**src/rtl/pvt_meas_pkg.sv**
```systemverilog
// Shared types and constants for the PVT measurement statistics block.
package pvt_meas_pkg;
  localparam int MEAS_W = 8;

  typedef enum logic [2:0] {
    IDLE    = 3'd0,
    START   = 3'd1,
    WAIT    = 3'd2,
    CAPTURE = 3'd3,
    DONE    = 3'd4
  } stats_state_e;

  localparam logic [1:0] SEL_MIN  = 2'd0;
  localparam logic [1:0] SEL_MAX  = 2'd1;
  localparam logic [1:0] SEL_MEAN = 2'd2;
  localparam logic [1:0] SEL_LAST = 2'd3;

  typedef logic [MEAS_W-1:0] meas_cnt_t;
endpackage

```
**src/rtl/pvt_meas_stats_if.sv**
```systemverilog
// Control, measurement and readback signals of pvt_meas_stats.
// Handshake: run is a level request sampled in IDLE/DONE; done stays high until the next run/abort.
interface pvt_meas_stats_if #(
  parameter int W = 8
) ();
  logic         run;
  logic         abort;
  logic [W-1:0] meas_cnt;
  logic         meas_start;
  logic         busy;
  logic         done;
  logic [1:0]   sel;
  logic [W-1:0] result;

  modport master (
    output run, abort, meas_cnt, sel,
    input  meas_start, busy, done, result
  );

  modport slave (
    input  run, abort, meas_cnt, sel,
    output meas_start, busy, done, result
  );
endinterface

```
**src/rtl/pvt_meas_accum.sv**
```systemverilog
// Min/max/sum/last datapath; working values update on capture, readback copies on commit.
module pvt_meas_accum
  import pvt_meas_pkg::*;
#(
  parameter int LOG2_N = 4,
  parameter int W      = 8
) (
  input  logic         clk,
  input  logic         rst,
  input  logic         init,
  input  logic         capture,
  input  logic         commit,
  input  logic [W-1:0] sample,
  output logic [W-1:0] lat_min,
  output logic [W-1:0] lat_max,
  output logic [W-1:0] lat_mean,
  output logic [W-1:0] lat_last
);
  localparam int SUMW = W + LOG2_N;

  logic [W-1:0]    work_min, work_max;
  logic [SUMW-1:0] work_sum;
  logic [W-1:0]    nxt_min, nxt_max;
  logic [SUMW-1:0] nxt_sum;

  // Commit uses the values including the final sample, so it works off the next-state terms.
  always_comb begin
    nxt_min = (sample < work_min) ? sample : work_min;
    nxt_max = (sample > work_max) ? sample : work_max;
    nxt_sum = work_sum + SUMW'(sample);
  end

  always_ff @(posedge clk or posedge rst) begin
    if (rst) begin
      work_min <= '0;
      work_max <= '0;
      work_sum <= '0;
    end else if (init) begin
      work_min <= '1;
      work_max <= '0;
      work_sum <= '0;
    end else if (capture) begin
      work_min <= nxt_min;
      work_max <= nxt_max;
      work_sum <= nxt_sum;
    end
  end

  always_ff @(posedge clk or posedge rst) begin
    if (rst) begin
      lat_min  <= '0;
      lat_max  <= '0;
      lat_mean <= '0;
      lat_last <= '0;
    end else if (commit) begin
      lat_min  <= nxt_min;
      lat_max  <= nxt_max;
      lat_mean <= nxt_sum[SUMW-1:LOG2_N];
      lat_last <= sample;
    end
  end
endmodule

```
**src/rtl/pvt_meas_stats.sv**
```systemverilog
// Sequences N settle-and-capture measurements and exposes min/max/mean/last through a select mux.
module pvt_meas_stats
  import pvt_meas_pkg::*;
#(
  parameter int LOG2_N        = 4,
  parameter int SETTLE_CYCLES = 32,
  parameter int W             = 8
) (
  input  logic                   clk,
  input  logic                   rst,
  pvt_meas_stats_if.slave        bus,
  output logic [2:0]             dbg_state
);
  localparam logic [2:0] ST_IDLE    = IDLE;
  localparam logic [2:0] ST_START   = START;
  localparam logic [2:0] ST_WAIT    = WAIT;
  localparam logic [2:0] ST_CAPTURE = CAPTURE;
  localparam logic [2:0] ST_DONE    = DONE;

  localparam int SW = (SETTLE_CYCLES > 1) ? $clog2(SETTLE_CYCLES) : 1;
  localparam logic [SW-1:0] SETTLE_LAST = SW'(SETTLE_CYCLES - 1);

  logic [2:0]        state, state_nxt;
  logic [SW-1:0]     settle_cnt;
  logic [LOG2_N-1:0] idx;
  logic              last_sample;
  logic              init_stb, capture_stb, commit_stb;
  logic [W-1:0]      lat_min, lat_max, lat_mean, lat_last;

  assign last_sample = &idx;
  assign init_stb    = ((state == ST_IDLE) || (state == ST_DONE)) && bus.run && !bus.abort;
  // An abort in CAPTURE discards the sample and must not commit.
  assign capture_stb = (state == ST_CAPTURE) && !bus.abort;
  assign commit_stb  = capture_stb && last_sample;

  always_comb begin
    state_nxt = state;
    if (bus.abort) begin
      state_nxt = ST_IDLE;
    end else begin
      case (state)
        ST_IDLE, ST_DONE: if (bus.run) state_nxt = ST_START;
        ST_START:         state_nxt = ST_WAIT;
        ST_WAIT:          if (settle_cnt == SETTLE_LAST) state_nxt = ST_CAPTURE;
        ST_CAPTURE:       state_nxt = last_sample ? ST_DONE : ST_START;
        default:          state_nxt = ST_IDLE;
      endcase
    end
  end

  always_ff @(posedge clk or posedge rst) begin
    if (rst) begin
      state      <= ST_IDLE;
      settle_cnt <= '0;
      idx        <= '0;
    end else begin
      state <= state_nxt;
      if (state == ST_WAIT) settle_cnt <= settle_cnt + 1'b1;
      else                  settle_cnt <= '0;
      if (init_stb)                         idx <= '0;
      else if (capture_stb && !last_sample) idx <= idx + 1'b1;
    end
  end

  assign bus.meas_start = (state == ST_START);
  assign bus.busy       = (state == ST_START) || (state == ST_WAIT) || (state == ST_CAPTURE);
  assign bus.done       = (state == ST_DONE);
  assign dbg_state      = state;

  pvt_meas_accum #(
    .LOG2_N (LOG2_N),
    .W      (W)
  ) u_accum (
    .clk      (clk),
    .rst      (rst),
    .init     (init_stb),
    .capture  (capture_stb),
    .commit   (commit_stb),
    .sample   (bus.meas_cnt),
    .lat_min  (lat_min),
    .lat_max  (lat_max),
    .lat_mean (lat_mean),
    .lat_last (lat_last)
  );

  always_comb begin
    bus.result = lat_min;
    case (bus.sel)
      SEL_MIN:  bus.result = lat_min;
      SEL_MAX:  bus.result = lat_max;
      SEL_MEAN: bus.result = lat_mean;
      SEL_LAST: bus.result = lat_last;
      default:  bus.result = lat_min;
    endcase
  end
endmodule
```
**src/flat_wrapper.sv**
```systemverilog
// flat-port wrapper written by rule: the top's interface ports become plain ports
module pvt_meas_stats_flat import pvt_meas_pkg::*;
#(
  parameter int LOG2_N        = 4,
  parameter int SETTLE_CYCLES = 32,
  parameter int W             = 8
)
  (clk, rst, dbg_state, bus_run, bus_abort, bus_meas_cnt, bus_sel, bus_meas_start, bus_busy, bus_done, bus_result);
  pvt_meas_stats_if #(.W(W)) bus_i ();
  input  logic clk;
  input  logic rst;
  output logic [2:0] dbg_state;
  input wire logic [$bits(bus_i.run)-1:0] bus_run;
  input wire logic [$bits(bus_i.abort)-1:0] bus_abort;
  input wire logic [$bits(bus_i.meas_cnt)-1:0] bus_meas_cnt;
  input wire logic [$bits(bus_i.sel)-1:0] bus_sel;
  output wire logic [$bits(bus_i.meas_start)-1:0] bus_meas_start;
  output wire logic [$bits(bus_i.busy)-1:0] bus_busy;
  output wire logic [$bits(bus_i.done)-1:0] bus_done;
  output wire logic [$bits(bus_i.result)-1:0] bus_result;
  assign bus_i.run = bus_run;
  assign bus_i.abort = bus_abort;
  assign bus_i.meas_cnt = bus_meas_cnt;
  assign bus_i.sel = bus_sel;
  assign bus_meas_start = bus_i.meas_start;
  assign bus_busy = bus_i.busy;
  assign bus_done = bus_i.done;
  assign bus_result = bus_i.result;
  pvt_meas_stats #(.LOG2_N(LOG2_N), .SETTLE_CYCLES(SETTLE_CYCLES), .W(W)) u_core (.clk(clk), .rst(rst), .bus(bus_i), .dbg_state(dbg_state));
endmodule
```
**config.mk**
```make
export PLATFORM = sky130hd
export DESIGN_NAME = pvt_meas_stats_flat
export DESIGN_NICKNAME = d
export VERILOG_FILES = /design/src/rtl/pvt_meas_pkg.sv /design/src/rtl/pvt_meas_stats_if.sv /design/src/rtl/pvt_meas_accum.sv /design/src/rtl/pvt_meas_stats.sv /design/src/flat_wrapper.sv
export SDC_FILE = /design/constraint.sdc
export NUM_CORES = 1
export LEC_CHECK = 0
export CORE_MARGIN = 3
export CORE_UTILIZATION = 40
export CTS_BUF_LIST = sky130_fd_sc_hd__clkbuf_2
export CTS_CLUSTER_SIZE = 8
export DETAILED_ROUTE_END_ITERATION = 16
export GPL_TIMING_DRIVEN = 0
export SLEW_MARGIN = 15
export SYNTH_ARGS = -nofsm -noshare
export SYNTH_HDL_FRONTEND = slang
export SYNTH_HIERARCHICAL = 1
export SYNTH_SLANG_ARGS = --single-unit
```
**constraint.sdc**
```tcl
create_clock -name clk -period 3 [get_ports clk]
set_clock_uncertainty 0.2 [all_clocks]
set_input_delay 0.45 -clock clk [delete_from_list [all_inputs] [get_ports clk]]
set_output_delay 0.45 -clock clk [all_outputs]
set_load 0.005 [all_outputs]
```
==> results.sh <==
export IMPL_status="finished clean"
export IMPL_fp_dieW_um=111.5
export IMPL_area_delta_synth_final_pct=14.51
export IMPL_yosysSeqAreaShare=0.4048
export IMPL_portBuffers=25
export IMPL_synth_edf_count=0
export IMPL_ios=28
export IMPL_drt_pass1_iterations=4
export IMPL_cts_buffers=9
export IMPL_fmax_ghz=0.3604
export IMPL_drive_gt1_frac=0.1663
export IMPL_finalNetCount=511
export IMPL_timing_setup_critical_path_class="in2reg"
export IMPL_synth_cell_types=60
export IMPL_hold_viol_final=0
export IMPL_endpoint_kind="flip-flop"
export IMPL_antenna_found_initial=0
export IMPL_syn_area_sq_um=4451
export IMPL_final_cell_area_sq_um=5096
export IMPL_rr_endpoint="u_core/u_accum/work_min[3]"
export IMPL_setup_viol=0
export IMPL_irDropWorstVdd_mv=0.1731
export IMPL_vias=3510
export IMPL_hpwl_mm=7.787
export IMPL_reg2reg_depth=8
export IMPL_holdPathStages=1
export IMPL_ys_ff_latch=72
export IMPL_cp_top_family="buffers and inverters"
export IMPL_synth_avg_cell_area_sq_um=10.30
export IMPL_cts_setup_buffers=0
export IMPL_cts_sinks=72
export IMPL_drt_initial_drc_count=215
export IMPL_critPathRequiredTime_ns=3.26
export IMPL_synthArstFlopShare=1.000
export IMPL_crit_fanout=9
export IMPL_powerDensity_nw_per_um2=431.5
export IMPL_syn_nets=473
export IMPL_synth_cells=432
export IMPL_viasPerCell=5.745
export IMPL_maxCapViolCount=0
export IMPL_cts_tree="done"
export IMPL_fin_crit_ns=2.775
export IMPL_relSlewSlack=0.5883
export IMPL_dp_cells=594
export IMPL_instances_no_fill=611
export IMPL_die_h_um=111.5
export IMPL_grt_usage=0.1775
export IMPL_leakagePower_nw=2.303
export IMPL_hp_class="reg2reg"
export IMPL_fin_ws_ns=0.2253
export IMPL_grt_setup_unrepaired="false"
export IMPL_n_fill_cell=995
export IMPL_min_from="u_core/settle_cnt[0]"
export IMPL_finalCritPeriodShare=0.9249
export IMPL_cts_max_path_buffers=2
export IMPL_crit_slowest_cell="clkdlybuf4s50_1"
export IMPL_grt_pass1_vias=3550
export IMPL_cp_arrival_ns=3.03
export IMPL_coreArea_sq_um=10560
export IMPL_r2r_setup_slack_ns=0.42
export IMPL_wl_per_cell_um=17.41
export IMPL_yosys_warnings=6
export IMPL_r2r_start="u_core/dbg_state[2]"
export IMPL_tightest_slew_ns=0.6175
export IMPL_htree_levels=3
export IMPL_grt_first_pass_wirelength_mm=18.10
export IMPL_finalWirelength_mm=10.64
export IMPL_yosys_most_used_dff="dfrtp_1"
export IMPL_crit_path_start_kind="input pin"
export IMPL_initial_core_util=0.4216
export IMPL_slew_viol_final=0
export IMPL_slowest_delay_ns=0.70
export IMPL_insertedDiodeCount=0
export IMPL_grt_max_degree=41
export IMPL_place_congestion=0.7978
export IMPL_ant_nets=0
export IMPL_dp_slack_ns=-0.3124
export IMPL_overflow=0
export IMPL_drc=0
export IMPL_clkTransAtPathRegs_ns=0.20
export IMPL_final_cell_mix="dfrtp_1, nor2_1, inv_1, ha_1, clkdlybuf4s50_1"
export IMPL_power_total_w=0.002199
export IMPL_cts_root_buf="clkbuf_2"
export IMPL_final_common_cell="dfrtp_1"
export IMPL_dieArea_sq_um=12430
export IMPL_clk_latency_ns=0.53
export IMPL_crit_chain="clkdlybuf4s50_1, ha_1, inv_1, fa_1, nand2b_1, a211oi_2, a211oi_4, or3_1, a31oi_1"
export IMPL_place_area_sq_um=4893
export IMPL_rows=37
export IMPL_whs_endpoint="u_core/settle_cnt[0]"
export IMPL_crit_buf_inv=2
## routing by layer
metal  track usage  share of wire
met5             0              0
met4       0.05109          0.010
met3       0.02989          0.035
met2        0.2766           0.47
met1        0.2554           0.48
## cell type report
class / count / area, sq um / area share
inverter: 30 / 115.1 / 0.02259
sequential: 72 / 1802 / 0.3535
clock buffer: 11 / 55.05 / 0.01080
buffer: 22 / 117.6 / 0.02308
timing repair buffer: 27 / 280.3 / 0.05500
multi-input combinational: 308 / 2427 / 0.4763
tap: 136 / 170.2 / 0.03339
clock inverter: 5 / 128.9 / 0.02529
## flip-flops by register name (all words and copies together), names as in the netlist
name and cells:
u_core/dbg_state 3, u_core/idx 4, u_core/settle_cnt 5, u_core/u_accum/lat_last 8
u_core/u_accum/lat_max 8, u_core/u_accum/lat_mean 8, u_core/u_accum/lat_min 8, u_core/u_accum/work_max 8
u_core/u_accum/work_min 8, u_core/u_accum/work_sum 12
## repair_timing
action	in CTS	in global routing
hold buffers	0	1
hold endpoints to repair	0	6
gates resized for setup	0	1
setup endpoints to repair	0	2
## metrics by stage
step / hold slack (ns) / utilization / setup TNS (ns)
floorplan: 0.1147 / - / 0
global placement: 0.2547 / 0.4615 / -27.69
detailed placement: 0.2643 / 0.4636 / -6.385
CTS: 0.008282 / 0.4810 / 0
global route: 0.3157 / 0.4828 / 0
finish: 0.2804 / 0.4828 / 0
## worst register-to-register path, cell delays in order (launching register included)
cell	delay, ns
dfrtp_1	0.50
nand4bb_4	0.27
inv_1	0.14
buf_4	0.21
inv_2	0.14
a211o_1	0.33
a31oi_4	0.24
buf_2	0.28
o211ai_1	0.12
## cells in the mapped netlist, types with 3 or more instances
library cell  count  area share
dfrtp_1          72        0.40
nor2_1           37       0.031
inv_1            28       0.024
ha_1             26       0.073
nand3_1          22       0.025
mux2_2           20       0.051
nand2_1          20       0.017
a21oi_1          19       0.021
o21ai_0          16       0.018
mux2i_1          13       0.029
a31oi_1          10       0.014
o211ai_1         10       0.017
o31ai_1          10       0.017
a21o_1            9       0.015
buf_2             8      0.0090
mux4_2            8       0.040
nor2b_1           8       0.011
o221a_2           8       0.020
clkbuf_1          7      0.0059
o2111ai_1         7       0.014
nand4_1           6      0.0084
or3_1             6      0.0084
xnor2_1           5      0.0098
nor3_1            4      0.0045
a211o_1           3      0.0059
a211oi_1          3      0.0051
and3_1            3      0.0042
nand2b_1          3      0.0042
o21a_1            3      0.0051
## power breakdown
group	leakage, nW	internal, W	switching (W)	total, W
registers	0.964	0.00100	0.0000181	0.00102
logic	1.23	0.000138	0.000222	0.000359
clock network	0.106	0.000451	0.000371	0.000822
total	2.30	0.00159	0.000610	0.00220
## worst max-delay path by stage
stage	startpoint	end	slack [ns]	cells after the start
6_report	bus_meas_cnt[0]	u_core/u_accum/lat_mean[6]	0.23	9
5_1_grt	bus_meas_cnt[0]	u_core/u_accum/work_sum[10]	0.13	9
4_1_cts	u_core/dbg_state[0]	u_core/u_accum/work_max[2]	0.11	6
3_5_place_dp	bus_meas_cnt[0]	u_core/u_accum/lat_mean[6]	-0.31	9
3_3_place_gp	rst	u_core/u_accum/work_sum[2]	-0.37	2
2_1_floorplan	bus_meas_cnt[0]	u_core/u_accum/lat_mean[6]	0.67	8
## logic make-up (layout without fill, tap and decap cells)
kind of cell / Yosys count / after routing / synth area share
buffers and inverters: 52 / 95 / 0.05173
xor gates and xnor gates: 6 / 6 / 0.01181
and+or+nand+nor: 121 / 121 / 0.1414
DFF: 72 / 72 / 0.4048
AOI/OAI and AO/OA: 112 / 112 / 0.1889
adders and majority gates: 27 / 27 / 0.07759
muxes: 42 / 42 / 0.1237
Power figures use the tool's default switching activity.
